==> config.mk <==
export PLATFORM = sky130hd
export DESIGN_NAME = perf_counter_master
export DESIGN_NICKNAME = d
export VERILOG_FILES = /design/src/rtl/perf_counter_pkg.sv /design/src/rtl/perf_counter_master_avm_single_xfer.sv /design/src/rtl/perf_counter_master.sv
export SDC_FILE = /design/constraint.sdc
export NUM_CORES = 1
export LEC_CHECK = 0
export BUFFER_PORTS_ARGS = -buffer_cell sky130_fd_sc_hd__buf_2
export CAP_MARGIN = 20
export CORE_ASPECT_RATIO = 1.4
export CORE_MARGIN = 1
export CORE_UTILIZATION = 45
export CTS_BUF_LIST = sky130_fd_sc_hd__clkbuf_4
export DETAILED_ROUTE_END_ITERATION = 10
export PLACE_DENSITY = 0.82
export SYNTH_ARGS = -nofsm -noshare
export SYNTH_HDL_FRONTEND = slang
export SYNTH_SLANG_ARGS = --single-unit
export TNS_END_PERCENT = 20
==> constraint.sdc <==
create_clock -name clk -period 3 [get_ports clk]
set_clock_uncertainty 0.05 [all_clocks]
set_input_delay 0.15 -clock clk [delete_from_list [all_inputs] [get_ports clk]]
set_output_delay 0.15 -clock clk [all_outputs]
set_load 0.03 [all_outputs]
==> src/rtl/perf_counter_pkg.sv <==
// perf_counter_pkg
//   Shared definitions for the performance-counter Avalon-MM master:
//   - command opcodes
//   - the register map of one counter section
//   - the master FSM state type
//   - an address helper used by the top level
package perf_counter_pkg;

  typedef enum logic [1:0] {
    OP_START     = 2'd0,
    OP_STOP      = 2'd1,
    OP_RESET_ALL = 2'd2,
    OP_SNAPSHOT  = 2'd3
  } op_e;

  // Each section owns four consecutive word addresses.
  localparam int SECTION_STRIDE = 4;

  // Offsets within a section.
  // On write, the same offset acts as a control: offset 0 is STOP, offset 1 is GO.
  // On read, it returns data: offset 0 is the time LO word, offset 1 is time HI.
  localparam logic [1:0] OFF_STOP_TLO = 2'd0;
  localparam logic [1:0] OFF_GO_THI   = 2'd1;
  localparam logic [1:0] OFF_EVT      = 2'd2;

  typedef enum logic [2:0] {
    S_IDLE,
    S_WR,
    S_RD_HI1,
    S_RD_LO,
    S_RD_HI2,
    S_RD_EV,
    S_EMIT
  } state_e;

  // Word address of (section, offset).
  // The stride is 4, so the address is just the concatenation.
  function automatic logic [4:0] sec_addr(input logic [2:0] sec, input logic [1:0] off);
    return {sec, off};
  endfunction

endpackage

==> src/rtl/perf_counter_master_avm_single_xfer.sv <==
// avm_single_xfer
//   Issues one Avalon-MM read or write per i_start pulse and reports completion.
//
//   Handshake: a request (read or write) is accepted in a cycle where it is high
//   and i_avm_waitrequest is 0. Address, data and the read/write strobe are held
//   constant until that cycle, then dropped on the next cycle. begintransfer is
//   high only in the first request cycle, even if that cycle is stalled.
//
//   Completion:
//   - A write completes in its acceptance cycle.
//   - A read completes exactly READ_LATENCY cycles after acceptance; o_rdata
//     carries the slave data during the o_done cycle.
//   - i_start may be asserted in the o_done cycle of a read to chain transfers.
//
// Ports:
//   clk, reset_n             clock, asynchronous active-low reset
//   i_start                  launch a transfer (only when no transfer is active)
//   i_read                   1 = read, 0 = write
//   i_addr, i_wdata          transfer address / write data
//   o_avm_*                  Avalon-MM request signals
//   i_avm_readdata           slave read data
//   i_avm_waitrequest        slave stall
//   o_done                   one-cycle completion pulse
//   o_rdata                  read data, valid with o_done for reads
module perf_counter_master_avm_single_xfer #(
  parameter int ADDR_W       = 5,
  parameter int READ_LATENCY = 1
) (
  input  logic              clk,
  input  logic              reset_n,
  input  logic              i_start,
  input  logic              i_read,
  input  logic [ADDR_W-1:0] i_addr,
  input  logic [31:0]       i_wdata,
  output logic [ADDR_W-1:0] o_avm_address,
  output logic              o_avm_read,
  output logic              o_avm_write,
  output logic              o_avm_begintransfer,
  output logic [31:0]       o_avm_writedata,
  input  logic [31:0]       i_avm_readdata,
  input  logic              i_avm_waitrequest,
  output logic              o_done,
  output logic [31:0]       o_rdata
);

  logic              r_req;
  logic              r_first;
  logic              r_is_read;
  logic [ADDR_W-1:0] r_addr;
  logic [31:0]       r_wdata;
  logic              r_pend;
  logic [7:0]        r_cnt;

  logic w_accept;
  logic w_rd_done;

  assign w_accept  = r_req & ~i_avm_waitrequest;
  assign w_rd_done = r_pend & (r_cnt == 8'(READ_LATENCY));

  assign o_done  = (w_accept & ~r_is_read) | w_rd_done;
  assign o_rdata = i_avm_readdata;

  assign o_avm_address       = r_addr;
  assign o_avm_writedata     = r_wdata;
  assign o_avm_read          = r_req & r_is_read;
  assign o_avm_write         = r_req & ~r_is_read;
  assign o_avm_begintransfer = r_req & r_first;

  always_ff @(posedge clk or negedge reset_n) begin
    if (!reset_n) begin
      r_req     <= 1'b0;
      r_first   <= 1'b0;
      r_is_read <= 1'b0;
      r_addr    <= '0;
      r_wdata   <= '0;
      r_pend    <= 1'b0;
      r_cnt     <= '0;
    end else begin
      if (r_req) r_first <= 1'b0;
      if (w_accept) r_req <= 1'b0;

      // Count cycles since read acceptance.
      // Data is taken when the count reaches READ_LATENCY.
      if (w_accept && r_is_read) begin
        r_pend <= 1'b1;
        r_cnt  <= 8'd1;
      end else if (w_rd_done) begin
        r_pend <= 1'b0;
      end else if (r_pend) begin
        r_cnt <= r_cnt + 8'd1;
      end

      if (i_start) begin
        r_req     <= 1'b1;
        r_first   <= 1'b1;
        r_is_read <= i_read;
        r_addr    <= i_addr;
        r_wdata   <= i_read ? 32'd0 : i_wdata;
      end
    end
  end

endmodule

==> src/rtl/perf_counter_master.sv <==
// perf_counter_master
//   Avalon-MM master for the 8-section performance counter slave.
//
//   Commands:
//   - START / STOP / RESET_ALL become single writes.
//   - SNAPSHOT reads every section and streams one record per section.
//
//   Snapshot time coherence: each section's time is read HI, then LO, then HI
//   again. If the high word moved between the two HI reads, the low word is
//   re-read until the high word is stable.
//
// Ports:
//   clk, reset_n                          clock, asynchronous active-low reset
//   cmd_valid/cmd_ready/cmd_op/cmd_section command handshake
//                                          (accepted only when idle)
//   busy                                  FSM not idle
//   avm_*                                 Avalon-MM master interface
//   snap_valid/snap_ready                 snapshot record handshake
//   snap_section/snap_time/snap_events    snapshot record fields
//                                          (held stable while stalled)
module perf_counter_master
  import perf_counter_pkg::*;
#(
  parameter int NUM_SECTIONS = 8,
  parameter int READ_LATENCY = 1,
  parameter int ADDR_W       = 5
) (
  input  logic              clk,
  input  logic              reset_n,
  input  logic              cmd_valid,
  output logic              cmd_ready,
  input  logic [1:0]        cmd_op,
  input  logic [2:0]        cmd_section,
  output logic              busy,
  output logic [ADDR_W-1:0] avm_address,
  output logic              avm_read,
  output logic              avm_write,
  output logic              avm_begintransfer,
  output logic [31:0]       avm_writedata,
  input  logic [31:0]       avm_readdata,
  input  logic              avm_waitrequest,
  output logic              snap_valid,
  input  logic              snap_ready,
  output logic [2:0]        snap_section,
  output logic [63:0]       snap_time,
  output logic [31:0]       snap_events
);

  localparam logic [3:0] NUM_SEC_L = 4'(NUM_SECTIONS);
  localparam logic [2:0] LAST_SEC  = 3'(NUM_SECTIONS - 1);

  state_e      r_state;
  state_e      w_next;
  logic [2:0]  r_section;
  logic [31:0] r_hi1;
  logic [31:0] r_lo;
  logic [31:0] r_hi2;
  logic [31:0] r_ev;

  logic        w_start;
  logic        w_read;
  logic [2:0]  w_sec;
  logic [1:0]  w_off;
  logic [31:0] w_wdata;
  logic        w_done;
  logic [31:0] w_rdata;
  logic        w_last;
  logic        w_sec_ok;

  assign w_last   = (r_section == LAST_SEC);
  assign w_sec_ok = ({1'b0, cmd_section} < NUM_SEC_L);

  assign cmd_ready    = (r_state == S_IDLE);
  assign busy         = (r_state != S_IDLE);
  assign snap_valid   = (r_state == S_EMIT);
  assign snap_section = r_section;
  assign snap_time    = {r_hi2, r_lo};
  assign snap_events  = r_ev;

  always_ff @(posedge clk or negedge reset_n) begin
    if (!reset_n) r_state <= S_IDLE;
    else          r_state <= w_next;
  end

  // Next-state logic. Each bus transfer is launched on the transition into its
  // state, so the request appears in the first cycle of that state.
  always_comb begin
    w_next  = r_state;
    w_start = 1'b0;
    w_read  = 1'b0;
    w_sec   = r_section;
    w_off   = OFF_STOP_TLO;
    w_wdata = 32'd0;
    case (r_state)
      S_IDLE: begin
        if (cmd_valid) begin
          case (op_e'(cmd_op))
            OP_START, OP_STOP: begin
              // Out-of-range sections are accepted but produce no bus traffic.
              if (w_sec_ok) begin
                w_start = 1'b1;
                w_sec   = cmd_section;
                w_off   = (op_e'(cmd_op) == OP_START) ? OFF_GO_THI : OFF_STOP_TLO;
                w_next  = S_WR;
              end
            end
            OP_RESET_ALL: begin
              w_start = 1'b1;
              w_sec   = 3'd0;
              w_off   = OFF_STOP_TLO;
              w_wdata = 32'd1;
              w_next  = S_WR;
            end
            default: begin
              w_start = 1'b1;
              w_read  = 1'b1;
              w_sec   = 3'd0;
              w_off   = OFF_GO_THI;
              w_next  = S_RD_HI1;
            end
          endcase
        end
      end
      S_WR: begin
        if (w_done) w_next = S_IDLE;
      end
      S_RD_HI1: begin
        if (w_done) begin
          w_start = 1'b1;
          w_read  = 1'b1;
          w_off   = OFF_STOP_TLO;
          w_next  = S_RD_LO;
        end
      end
      S_RD_LO: begin
        if (w_done) begin
          w_start = 1'b1;
          w_read  = 1'b1;
          w_off   = OFF_GO_THI;
          w_next  = S_RD_HI2;
        end
      end
      S_RD_HI2: begin
        if (w_done) begin
          w_start = 1'b1;
          w_read  = 1'b1;
          // High word moved: the LO already read may belong to the old HI,
          // so read LO again.
          if (w_rdata != r_hi1) begin
            w_off  = OFF_STOP_TLO;
            w_next = S_RD_LO;
          end else begin
            w_off  = OFF_EVT;
            w_next = S_RD_EV;
          end
        end
      end
      S_RD_EV: begin
        if (w_done) w_next = S_EMIT;
      end
      S_EMIT: begin
        if (snap_ready) begin
          if (w_last) begin
            w_next = S_IDLE;
          end else begin
            w_start = 1'b1;
            w_read  = 1'b1;
            w_sec   = r_section + 3'd1;
            w_off   = OFF_GO_THI;
            w_next  = S_RD_HI1;
          end
        end
      end
      default: w_next = S_IDLE;
    endcase
  end

  always_ff @(posedge clk or negedge reset_n) begin
    if (!reset_n) begin
      r_section <= '0;
      r_hi1     <= '0;
      r_lo      <= '0;
      r_hi2     <= '0;
      r_ev      <= '0;
    end else begin
      if (r_state == S_RD_HI1 && w_done) r_hi1 <= w_rdata;
      if (r_state == S_RD_LO  && w_done) r_lo  <= w_rdata;
      // The second HI read also becomes the reference for a retry.
      if (r_state == S_RD_HI2 && w_done) begin
        r_hi2 <= w_rdata;
        r_hi1 <= w_rdata;
      end
      if (r_state == S_RD_EV && w_done) r_ev <= w_rdata;
      if (r_state == S_EMIT && snap_ready) r_section <= w_last ? 3'd0 : r_section + 3'd1;
    end
  end

  perf_counter_master_avm_single_xfer #(
    .ADDR_W       (ADDR_W),
    .READ_LATENCY (READ_LATENCY)
  ) u_xfer (
    .clk                 (clk),
    .reset_n             (reset_n),
    .i_start             (w_start),
    .i_read              (w_read),
    .i_addr              (ADDR_W'(sec_addr(w_sec, w_off))),
    .i_wdata             (w_wdata),
    .o_avm_address       (avm_address),
    .o_avm_read          (avm_read),
    .o_avm_write         (avm_write),
    .o_avm_begintransfer (avm_begintransfer),
    .o_avm_writedata     (avm_writedata),
    .i_avm_readdata      (avm_readdata),
    .i_avm_waitrequest   (avm_waitrequest),
    .o_done              (w_done),
    .o_rdata             (w_rdata)
  );

endmodule

==> results of run 1 <==
==> power groups by stage <==
stage	Clock [W]	Sequential (W)	Combinational (W)
after CTS	0.00142	0.00302	0.00263
after global placement	0	0.00302	0.00249
final	0.00138	0.00303	0.00261
after global routing	0.00150	0.00310	0.00281
after floorplan	0	0.00357	0.00134
after detailed placement	0	0.00306	0.00257
==> cell usage after synthesis, drive strengths merged, types with 3 or more instances <==
| cell | number | area [sq um] |
|---|---|---|
| or3 | 4 | 26.3 |
| xor2 | 38 | 333 |
| nand2 | 10 | 37.5 |
| nor2 | 23 | 88.8 |
| o21ai | 11 | 55.1 |
| inv | 14 | 52.6 |
| mux2 | 133 | 1610 |
| and3 | 3 | 20.0 |
| nand4 | 5 | 31.3 |
| nor3b | 3 | 22.5 |
| buf | 45 | 369 |
| nand2b | 3 | 18.8 |
| ha | 10 | 125 |
| dfrtp | 152 | 3800 |
| a21oi | 7 | 35.0 |
| nor4 | 8 | 50.1 |
| clkbuf | 3 | 11.3 |
==> cell families (layout without fill, tap and decap cells) <==
| kind of cell | Yosys count | after routing | synth area share [%] |
|---|---|---|---|
| buffers and inverters | 62 | 241 | 6.26 |
| adder cells (fa/ha/maj) | 10 | 10 | 1.81 |
| other | 1 | 32 | 0.0542 |
| flip-flops | 152 | 152 | 55.0 |
| AND/OR/NAND/NOR | 70 | 70 | 5.55 |
| multiplexers | 134 | 134 | 23.4 |
| AO/OA/AOI/OAI | 31 | 31 | 3.06 |
| XOR/XNOR | 39 | 39 | 4.94 |
==> critical path, stage by stage (launching register included) <==
cell           delay [ns]
dfrtp_1              0.44
ha_1                 0.23
or4bb_1              0.20
o21ai_0              0.20
a21o_1               0.25
a21oi_1              0.54
nand2_1              0.10
dlygate4sd3_1        0.58
==> layout make-up <==
type | count | area, sq um | area share, %
repair buffers | 197 | 1230 | 14.5
multi-input cells | 315 | 2810 | 33.3
inverters | 14 | 52.6 | 0.622
clock buffers | 18 | 135 | 1.60
clock inverters | 12 | 176 | 2.09
well taps | 192 | 240 | 2.84
flip-flops and latches | 152 | 3800 | 45.0
diodes | 1 | 2.50 | 0.0296
==> layer usage <==
layer  GRT usage [%]  wire length, um
met3            3.90              530
met5               0                0
met4            6.37              266
met2            36.3             8130
met1            23.0             6020
==> registers in the layout, summed over array words and instances, names as in the netlist, 3 cells and up <==
| signal | count |
|---|---|
| snap_events | 32 |
| r_hi2 | 32 |
| r_lo | 32 |
| snap_section | 3 |
| r_hi1 | 32 |
| r_state | 3 |
| u_xfer.r_cnt | 8 |
| u_xfer.o_avm_address | 5 |
==> final timing paths <==
kind,to,slack (ns),depth (start not counted)
worst min-delay path,u_xfer.r_is_read$_DFFE_PN0P_,0.09,4
max in group asynchronous,r_hi2[22]$_DFFE_PN0P_,1.86,3
worst min register to register,snap_events[28]$_DFFE_PN0P_,0.47,1
min in group asynchronous,r_hi2[28]$_DFFE_PN0P_,0.15,2
worst max-delay path,u_xfer.r_req$_DFFE_PN0P_,0.31,7
worst max register to register,u_xfer.r_req$_DFFE_PN0P_,0.31,7
==> per-stage QoR <==
stage	instances	hold slack (ns)
2_1_floorplan	529	-0.196
3_3_place_gp	831	0.142
3_5_place_dp	831	0.156
4_1_cts	900	0.0471
5_1_grt	901	0.0578
6_report	901	0.0859
==> timing repair <==
action / 4_1_cts / 5_1_grt
buffers inserted: 0 / 0
endpoints found under the hold margin: 211 / 0
hold buffers: 39 / 0
==> out/qor.yml, run 1 <==
detailed_routing:
  initialDrtViolationCount: 203
  vias: 4574
  routed_via_density: 5.08
  route.detailed.drc: 0
  routedWlPerCell_um: 16.6
  wl_um: 14900
  first_pass_iters: 5
  ant_nets: 0
worst_setup_path:
  critPathCaptureType: "flop"
  crit_path_start: "u_xfer.r_cnt[0]$_DFFE_PN0P_"
  cp.required_ns: 3.35
  cp.arrival_ns: 3.04
  critPathKind: "reg2reg"
  r2r-start: "u_xfer.r_cnt[0]$_DFFE_PN0P_"
  start_kind: "flop"
  cp_max_fo: 7
yosys:
  synth-edff-count: 0
  seq_area_frac_synth_pct: 55.0
  synth_cells: 499
  ys_seq_elements: 152
  ys_warn_count: 0
  synth-async-reset-ratio_pct: 100
  syn_avg_cell_area_sq_um: 13.9
  synth_flop_cell: "dfrtp_1"
  synth.distinct_cells: 47
  syn-cell-area_sq_mm: 0.00692
floorplanning:
  die_w_um: 107
  rows: 53
  die_area_sq_mm: 0.0159
  ios: 184
  initial_core_util_pct: 46.0
  dieHeight_um: 149
  core_sq_mm: 0.0151
global_route:
  grt_max_degree: 84
  antenna_found_initial: 1
  grt_first_pass_wirelength_um: 24300
  grt_pass1_vias: 4826
  globalRouteOverflowTotal: 0
  grt.total_usage_pct: 19.8
final_layout:
  final_core_util_pct: 56.1
  nets: 749
  mostFrequentLayoutCells: "152 x dfrtp_1, 151 x buf_2, 104 x mux2_2"
  drive_above_1_share_pct: 46.6
  final_common_cell: "dfrtp_1"
  final_area_sq_mm: 0.00845
  syn_to_final_growth_pct: 22.1
  fillers: 1185
timing:
  finalSetupViolCount: 0
  fin_crit_ns: 2.69
  tightest_slew_ns: 0.791
  final.setup.tns_ns: 0
  final-max-slew-violation-count: 0
  slew_headroom_pct: 46.6
  fmax_ghz: 0.372
  rsz0062_at_grt: "no"
  setup_slack_ns: 0.312
  finalHoldViolations: 0
  fin_crit_sh_pct: 89.6
pwr:
  p_total_w: 0.00701
  power.internal_w: 0.00436
  p_sw_share_pct: 37.9
  p_leak_nw: 4.27
  pwr-share-clk_pct: 19.7
  p_per_area_mw_per_mm2: 830
  comb_power_share_pct: 37.2
  seqPwrFrac_pct: 43.1
  ir_worst_vdd_mv: 0.520
  power_switching_w: 0.00266
worst_hold_path:
  hp-class: "in2reg"
  min_from: "cmd_op[1]"
clocking:
  clk_latency_ns: 0.52
  clk_path_buf_depth: 2
  cts_htree_levels: 4
  cts_root_buf: "clkbuf_4"
  cts_buffers: 17
  post_cts_resized: 0
  clock-sinks: 152
  cts_tree: "yes"
  clkTransAtPathRegs_ns: 0.13
place:
  io_buffer_count: 152
  gp_congestion: 0.737
  dp_slack_ns: 0.353
  dp_hpwl_um: 10200
  placed_area_sq_mm: 0.00774
run_status:
  status: "completed"
run:
  max_cap_violations: 0
No activity file was read; power rests on OpenSTA's default activity.
==> inputs of run 2 (changes only) <==
--- a/config.mk
+++ b/config.mk
@@ -5,7 +5,7 @@
 export SDC_FILE = /design/constraint.sdc
 export NUM_CORES = 1
 export LEC_CHECK = 0
-export BUFFER_PORTS_ARGS = -buffer_cell sky130_fd_sc_hd__buf_2
+export BUFFER_PORTS_ARGS = -buffer_cell sky130_fd_sc_hd__buf_4
 export CAP_MARGIN = 20
 export CORE_ASPECT_RATIO = 1.4
 export CORE_MARGIN = 1
@@ -13,6 +13,7 @@
 export CTS_BUF_LIST = sky130_fd_sc_hd__clkbuf_4
 export DETAILED_ROUTE_END_ITERATION = 10
 export PLACE_DENSITY = 0.82
+export SKIP_LAST_GASP = 1
 export SYNTH_ARGS = -nofsm -noshare
 export SYNTH_HDL_FRONTEND = slang
 export SYNTH_SLANG_ARGS = --single-unit
==> constraint.sdc (replaced) <==
create_clock -name clk -period 2.6 [get_ports clk]
set_clock_uncertainty 0.05 [all_clocks]
set_input_delay 0.13 -clock clk [delete_from_list [all_inputs] [get_ports clk]]
set_output_delay 0.13 -clock clk [all_outputs]
set_load 0.03 [all_outputs]
==> out/qor.yml, run 2 (synthesis results as in run 1) <==
final_layout:
  fillers: 1140  # -3.8%
  nets: 757  # +1.1%
  drive_above_1_share_pct: 47.5  # +0.88 points
  final_common_cell: "buf_4"
  mostFrequentLayoutCells: "162 x buf_4, 152 x dfrtp_1, 104 x mux2_2"
  finalNonFillerCells: 911  # +1.1%
  syn_to_final_growth_pct: 29.1
timing:
  fmax_ghz: 0.398  # +7.0%
  rsz0062_at_grt: "yes"
  setup_slack_ns: 0.0883  # -0.224 ns
  finalHoldViolations: 0  # unchanged
  final-max-slew-violation-count: 0  # unchanged
  slew_headroom_pct: 34.9  # -12 points
  finalSetupViolCount: 0  # unchanged
  tightest_slew_ns: 0.963  # +0.172 ns
  hold_slack_ns: 0.109  # +0.0227 ns
  fin_crit_ns: 2.51  # -0.176 ns
  fin_crit_sh_pct: 96.6  # +7.0 points
pwr:
  p_total_w: 0.00853  # +22%
  p_sw_share_pct: 36.8  # -1.1 points
  p_per_area_mw_per_mm2: 955  # +15%
  pwr-share-clk_pct: 20.0  # +0.3 points
  p_leak_nw: 4.44  # +3.9%
  ir_worst_vdd_mv: 0.589  # +13%
  power.internal_w: 0.00539  # +24%
  comb_power_share_pct: 38.7  # +1.5 points
  seqPwrFrac_pct: 41.3  # -1.8 points
  power_switching_w: 0.00314  # +18%
worst_setup_path:
  critPathCaptureType: "flop"
  start_kind: "flop"
  cp.arrival_ns: 2.85  # -0.19 ns
  crit_top_cell: "buf_4"
  cp_max_fo: 13  # +6
  critPathKind: "reg2reg"
  r2r_slack_ns: 0.09  # -0.22 ns
  r2r-start: "u_xfer.r_cnt[1]$_DFFE_PN0P_"
  critPathSlowestCell: "or4bb_4"
  slowest_delay_ns: 0.47  # -0.11 ns
  cp.required_ns: 2.94  # -0.41 ns
  r2r-end: "r_lo[18]$_DFFE_PN0P_"
  ff2ff_path_depth: 9  # +2
  path_cells: "inv_1, ha_1, or4bb_4, o21ai_0, buf_4, nand2_1, nor2_4, buf_4, mux2_2"
place:
  io_buffer_count: 152  # unchanged
  dp_hpwl_um: 11000  # +8.1%
  dp_slack_ns: 0.0149  # -0.338 ns
  dp_cells: 837  # +0.72%
  gp_congestion: 0.805  # +9.2%
detailed_routing:
  routed_via_density: 4.99  # -1.7%
  routedWlPerCell_um: 17.1  # +3.2%
  vias: 4545  # -0.63%
  ant_nets: 0  # unchanged
  route.detailed.drc: 0  # unchanged
  initialDrtViolationCount: 171  # -16%
  first_pass_iters: 5  # unchanged
  wl_um: 15600  # +4.4%
global_route:
  grt_first_pass_wirelength_um: 25200  # +3.6%
  globalRouteOverflowTotal: 0  # unchanged
  antenna_found_initial: 1  # unchanged
  grt_pass1_vias: 4904  # +1.6%
  grt.total_usage_pct: 20.6  # +0.81 points
  grt_max_degree: 91  # +8.3%
run_status:
  status: "completed"
clocking:
  clk_path_buf_depth: 2  # unchanged
  clkTransAtPathRegs_ns: 0.12  # about the same
  cts_root_buf: "clkbuf_4"
  cts_tree: "yes"
  clock-sinks: 152  # unchanged
  clk_latency_ns: 0.50  # -0.02 ns
  cts_buffers: 17  # unchanged
  cts_htree_levels: 4  # unchanged
worst_hold_path:
  min_path_cells: 4  # unchanged
  hp-class: "in2reg"
  min_from: "cmd_op[1]"
  hold_end: "u_xfer.r_is_read$_DFFE_PN0P_"
floorplanning:
  die_area_sq_mm: 0.0159  # unchanged
  rows: 53  # unchanged
  core_sq_mm: 0.0151  # unchanged
  ios: 184  # unchanged
  initial_core_util_pct: 46.0  # unchanged
  dieHeight_um: 149  # unchanged
  die_w_um: 107  # unchanged
run:
  max_cap_violations: 0  # unchanged
[run 2: changes by cell type in the layout (fill, tap and decap cells not counted), sizes merged]
cell      before  now
bufinv         4    5
clkbuf        18   17
inv           16   17
clkinvlp       3    2
clkinv         3    5
buf          158  166
[run 2: timing repair]
action / CTS / global route
setup buffers: 0 / 2
pin swaps: 0 / 0
endpoints found under the hold margin: 230 / 1
hold buffers: 38 / 1
setup endpoints to repair: 2 / 45
resized for setup: 1 / 2
[run 2: stage by stage]
step                      setup TNS, ns  util [%]  instance area [sq um]
after floorplan                       0         -                   7030
after global placement                0      54.3                   8170
after detailed placement              0      54.3                   8170
after CTS                             0      59.1                   8900
after global routing             -0.246      59.4                   8930
final                                 0      59.4                   8930
[run 2: layout make-up]
| type | instances | area [sq um] | area share (%) |
|---|---|---|---|
| clock buffers | 17 | 128 | 1.43 |
| multi-input cells | 315 | 2820 | 31.5 |
| flip-flops and latches | 152 | 3800 | 42.6 |
| clock inverters | 15 | 221 | 2.48 |
| repair buffers | 205 | 1670 | 18.7 |
| well taps | 192 | 240 | 2.69 |
| diodes | 1 | 2.50 | 0.0280 |
| inverters | 14 | 52.6 | 0.588 |
[run 2: routing by layer]
layer  track usage, %  up-vias  wire length (um)
li1                 -     2080                 -
met1             23.5     2289              6060
met5                0        -                 0
met4             7.88        0               381
met2             37.5      149              8590
met3             4.25       27               571
[run 2: how the worst max path moves through the flow]
stage                                       end                        start  cells past startpoint  slack, ns
after floorplan            r_lo[10]$_DFFE_PN0P_  u_xfer.r_cnt[1]$_DFFE_PN0P_                      8       0.23
after global placement    r_hi2[19]$_DFFE_PN0P_  u_xfer.r_cnt[1]$_DFFE_PN0P_                      7       0.13
after detailed placement  r_hi2[17]$_DFFE_PN0P_  u_xfer.r_cnt[1]$_DFFE_PN0P_                      7       0.01
after CTS                 r_hi2[20]$_DFFE_PN0P_  u_xfer.r_cnt[1]$_DFFE_PN0P_                      7       0.02
after global routing       r_lo[17]$_DFFE_PN0P_  u_xfer.r_cnt[1]$_DFFE_PN0P_                      9      -0.04
final                      r_lo[18]$_DFFE_PN0P_  u_xfer.r_cnt[1]$_DFFE_PN0P_                      9       0.09
[run 2: power by group through the flow]
stage,combinational (W),sequential [W],clock [W]
final,0.00330,0.00352,0.00170
after global routing,0.00353,0.00361,0.00186
after CTS,0.00329,0.00352,0.00175
after detailed placement,0.00323,0.00356,0
after global placement,0.00313,0.00351,0
after floorplan,0.00154,0.00412,0
[run 2: worst max-delay path, delay by kind of cell, from the launching register on]
kind,cells,cell delay (ns)
AO/OA/AOI/OAI,1,0.17
AND/OR/NAND/NOR,3,0.73
buffers and inverters,3,0.50
adder cells (fa/ha/maj),1,0.16
multiplexers,1,0.36
flip-flops,1,0.43
==> inputs of run 3 (changes only) <==
--- a/config.mk
+++ b/config.mk
@@ -13,6 +13,7 @@
 export CTS_BUF_LIST = sky130_fd_sc_hd__clkbuf_4
 export DETAILED_ROUTE_END_ITERATION = 10
 export PLACE_DENSITY = 0.82
+export SETUP_SLACK_MARGIN = 0.2
 export SKIP_LAST_GASP = 1
 export SYNTH_ARGS = -nofsm -noshare
 export SYNTH_HDL_FRONTEND = slang
==> out/qor.yml, run 3 (synthesis results as in run 1) <==
run_status:
  status: "completed"
floorplanning:
  die_area_sq_mm: 0.0159  # unchanged
  ios: 184  # unchanged
  initial_core_util_pct: 46.0  # unchanged
  rows: 53  # unchanged
  core_sq_mm: 0.0151  # unchanged
  dieHeight_um: 149  # unchanged
  die_w_um: 107  # unchanged
worst_setup_path:
  cp.arrival_ns: 2.82  # -0.03 ns
  critPathCaptureType: "flop"
  cp.required_ns: 2.95  # about the same
  r2r-end: "r_hi2[23]$_DFFE_PN0P_"
  worst_path_dominant_cell_family: "simple AND/OR/NAND/NOR gates"
  critPathSlowestCell: "or4bb_4"
  start_kind: "flop"
  critPathKind: "reg2reg"
  r2r_slack_ns: 0.12  # +0.04 ns
  crit_end: "r_hi2[23]$_DFFE_PN0P_"
  ff2ff_path_depth: 7  # -2
  path_cells: "inv_2, ha_4, or4bb_4, o21a_4, or3_4, buf_8, mux2_4"
  slowest_delay_ns: 0.47  # about the same
  r2r-start: "u_xfer.r_cnt[1]$_DFFE_PN0P_"
  cp_max_fo: 14  # +1
  critPathBufInv: 2  # -1
  crit_cells: 7  # -2
  crit_path_start: "u_xfer.r_cnt[1]$_DFFE_PN0P_"
timing:
  slew_headroom_pct: 40.4  # +5.5 points
  fmax_ghz: 0.404  # +1.4%
  final.setup.tns_ns: 0  # unchanged
  fin_crit_sh_pct: 95.2  # -1.4 points
  fin_crit_ns: 2.48  # -0.0356 ns
  rsz0062_at_grt: "yes"
  final-max-slew-violation-count: 0  # unchanged
  finalSetupViolCount: 0  # unchanged
  tightest_slew_ns: 0.882  # -0.0813 ns
  finalHoldViolations: 0  # unchanged
detailed_routing:
  wl_um: 16700  # +7.1%
  vias: 4638  # +2.0%
  first_pass_iters: 4  # -1
  ant_nets: 0  # unchanged
  initialDrtViolationCount: 192  # +12%
  routedWlPerCell_um: 18.2  # +6.1%
  route.detailed.drc: 0  # unchanged
  routed_via_density: 5.04  # +1.0%
run:
  max_cap_violations: 0  # unchanged
clocking:
  clk_path_buf_depth: 2  # unchanged
  cts_tree: "yes"
  cts_root_buf: "clkbuf_4"
  cts_buffers: 17  # unchanged
  clock-sinks: 152  # unchanged
  clkTransAtPathRegs_ns: 0.12  # about the same
  cts_htree_levels: 4  # unchanged
  clk_latency_ns: 0.51  # about the same
final_layout:
  multi_input_area_sq_mm: 0.00293  # +4.0%
  regArea_sq_mm: 0.00380  # unchanged
  final_common_cell: "buf_4"
  finalNonFillerCells: 920  # +0.99%
  fillers: 1107  # -2.9%
  nets: 766  # +1.2%
  syn_to_final_growth_pct: 33.6
  drive_above_1_share_pct: 48.8  # +1.3 points
  mostFrequentLayoutCells: "161 x buf_4, 152 x dfrtp_1, 81 x mux2_2"
place:
  io_buffer_count: 152  # unchanged
  dp_hpwl_um: 11000  # unchanged
  dp_cells: 837  # unchanged
  gp_congestion: 0.805  # unchanged
pwr:
  ir_worst_vdd_mv: 0.583  # -0.93%
  p_per_area_mw_per_mm2: 957  # +0.27%
  p_leak_nw: 4.58  # +3.2%
global_route:
  grt.total_usage_pct: 20.8  # +0.23 points
  grt_first_pass_wirelength_um: 25400  # +0.85%
  antenna_found_initial: 1  # unchanged
  grt_max_degree: 91  # unchanged
  globalRouteOverflowTotal: 0  # unchanged
  grt_pass1_vias: 4914  # +0.20%
worst_hold_path:
  hp-class: "in2reg"
## run 3: changes by cell type in the layout (fill, tap and decap cells not counted), sizes merged
cell	delta
buf	+6
clkbuf	+3
## run 3: final cells by class
cell class	count	area share, %
Multi-Input combinational cell	315	31.7
Tap cell	192	2.60
Clock inverter	15	2.40
Sequential cell	152	41.1
Clock buffer	17	1.38
Antenna cell	1	0.0271
Inverter	14	0.568
Timing Repair Buffer	214	20.2
## run 3: where the power goes
group          leakage (nW)  switching [W]  internal, W
clock network         0.178       0.000843     0.000864
registers              1.88       0.000519      0.00303
logic                  2.52        0.00189      0.00171
total                  4.58        0.00325      0.00560
## run 3: through the flow
| step | area (sq um) | hold WS (ns) | worst slack [ns] | total power (W) | utilization, % |
|---|---|---|---|---|---|
| floorplan | 7030 | -0.216 | 0.229 | 0.00566 | - |
| global placement | 8170 | 0.188 | 0.131 | 0.00664 | 54.3 |
| detailed placement | 8170 | 0.201 | 0.0149 | 0.00679 | 54.3 |
| CTS | 8940 | 0.00336 | 0.113 | 0.00857 | 59.4 |
| global route | 9250 | 0.114 | 0.0552 | 0.00931 | 61.4 |
| finish | 9250 | 0.111 | 0.124 | 0.00885 | 61.4 |
## run 3: how the worst min path moves through the flow
stage | from | slack [ns] | depth (start not counted) | end
floorplan | reset_n | -0.22 | 0 | r_hi1[0]$_DFFE_PN0P_
global placement | reset_n | 0.19 | 1 | r_hi2[24]$_DFFE_PN0P_
detailed placement | reset_n | 0.20 | 1 | u_xfer.r_cnt[6]$_DFFE_PN0P_
CTS | snap_ready | 0.003 | 4 | r_state[2]$_DFFE_PN0P_
global route | cmd_op[1] | 0.11 | 4 | u_xfer.r_is_read$_DFFE_PN0P_
finish | cmd_op[1] | 0.11 | 4 | u_xfer.r_is_read$_DFFE_PN0P_
## run 3: worst reg2reg max path, stage by stage, from the launching register on
cell and delay [ns]:
dfrtp_1 0.44, inv_2 0.09, ha_4 0.13, or4bb_4 0.47, o21a_4 0.25, or3_4 0.43, buf_8 0.19, mux2_4 0.31
## run 3: what timing repair did
item / CTS / global route
pin swaps: 1 / 4
hold buffers: 38 / 1
setup endpoints to repair: 87 / 101
hold endpoints to repair: 230 / 1
buffers inserted: 1 / 6
gates cloned: 1 / 3
gates resized for setup: 2 / 42
## run 3: metal layers
layer / track usage [%] / vias up / part of all wire [%]
li1: - / 2103 / -
met1: 23.9 / 2337 / 38
met2: 37.8 / 163 / 55
met3: 4.25 / 35 / 4.2
met4: 8.15 / 0 / 2.8
met5: 0 / - / 0
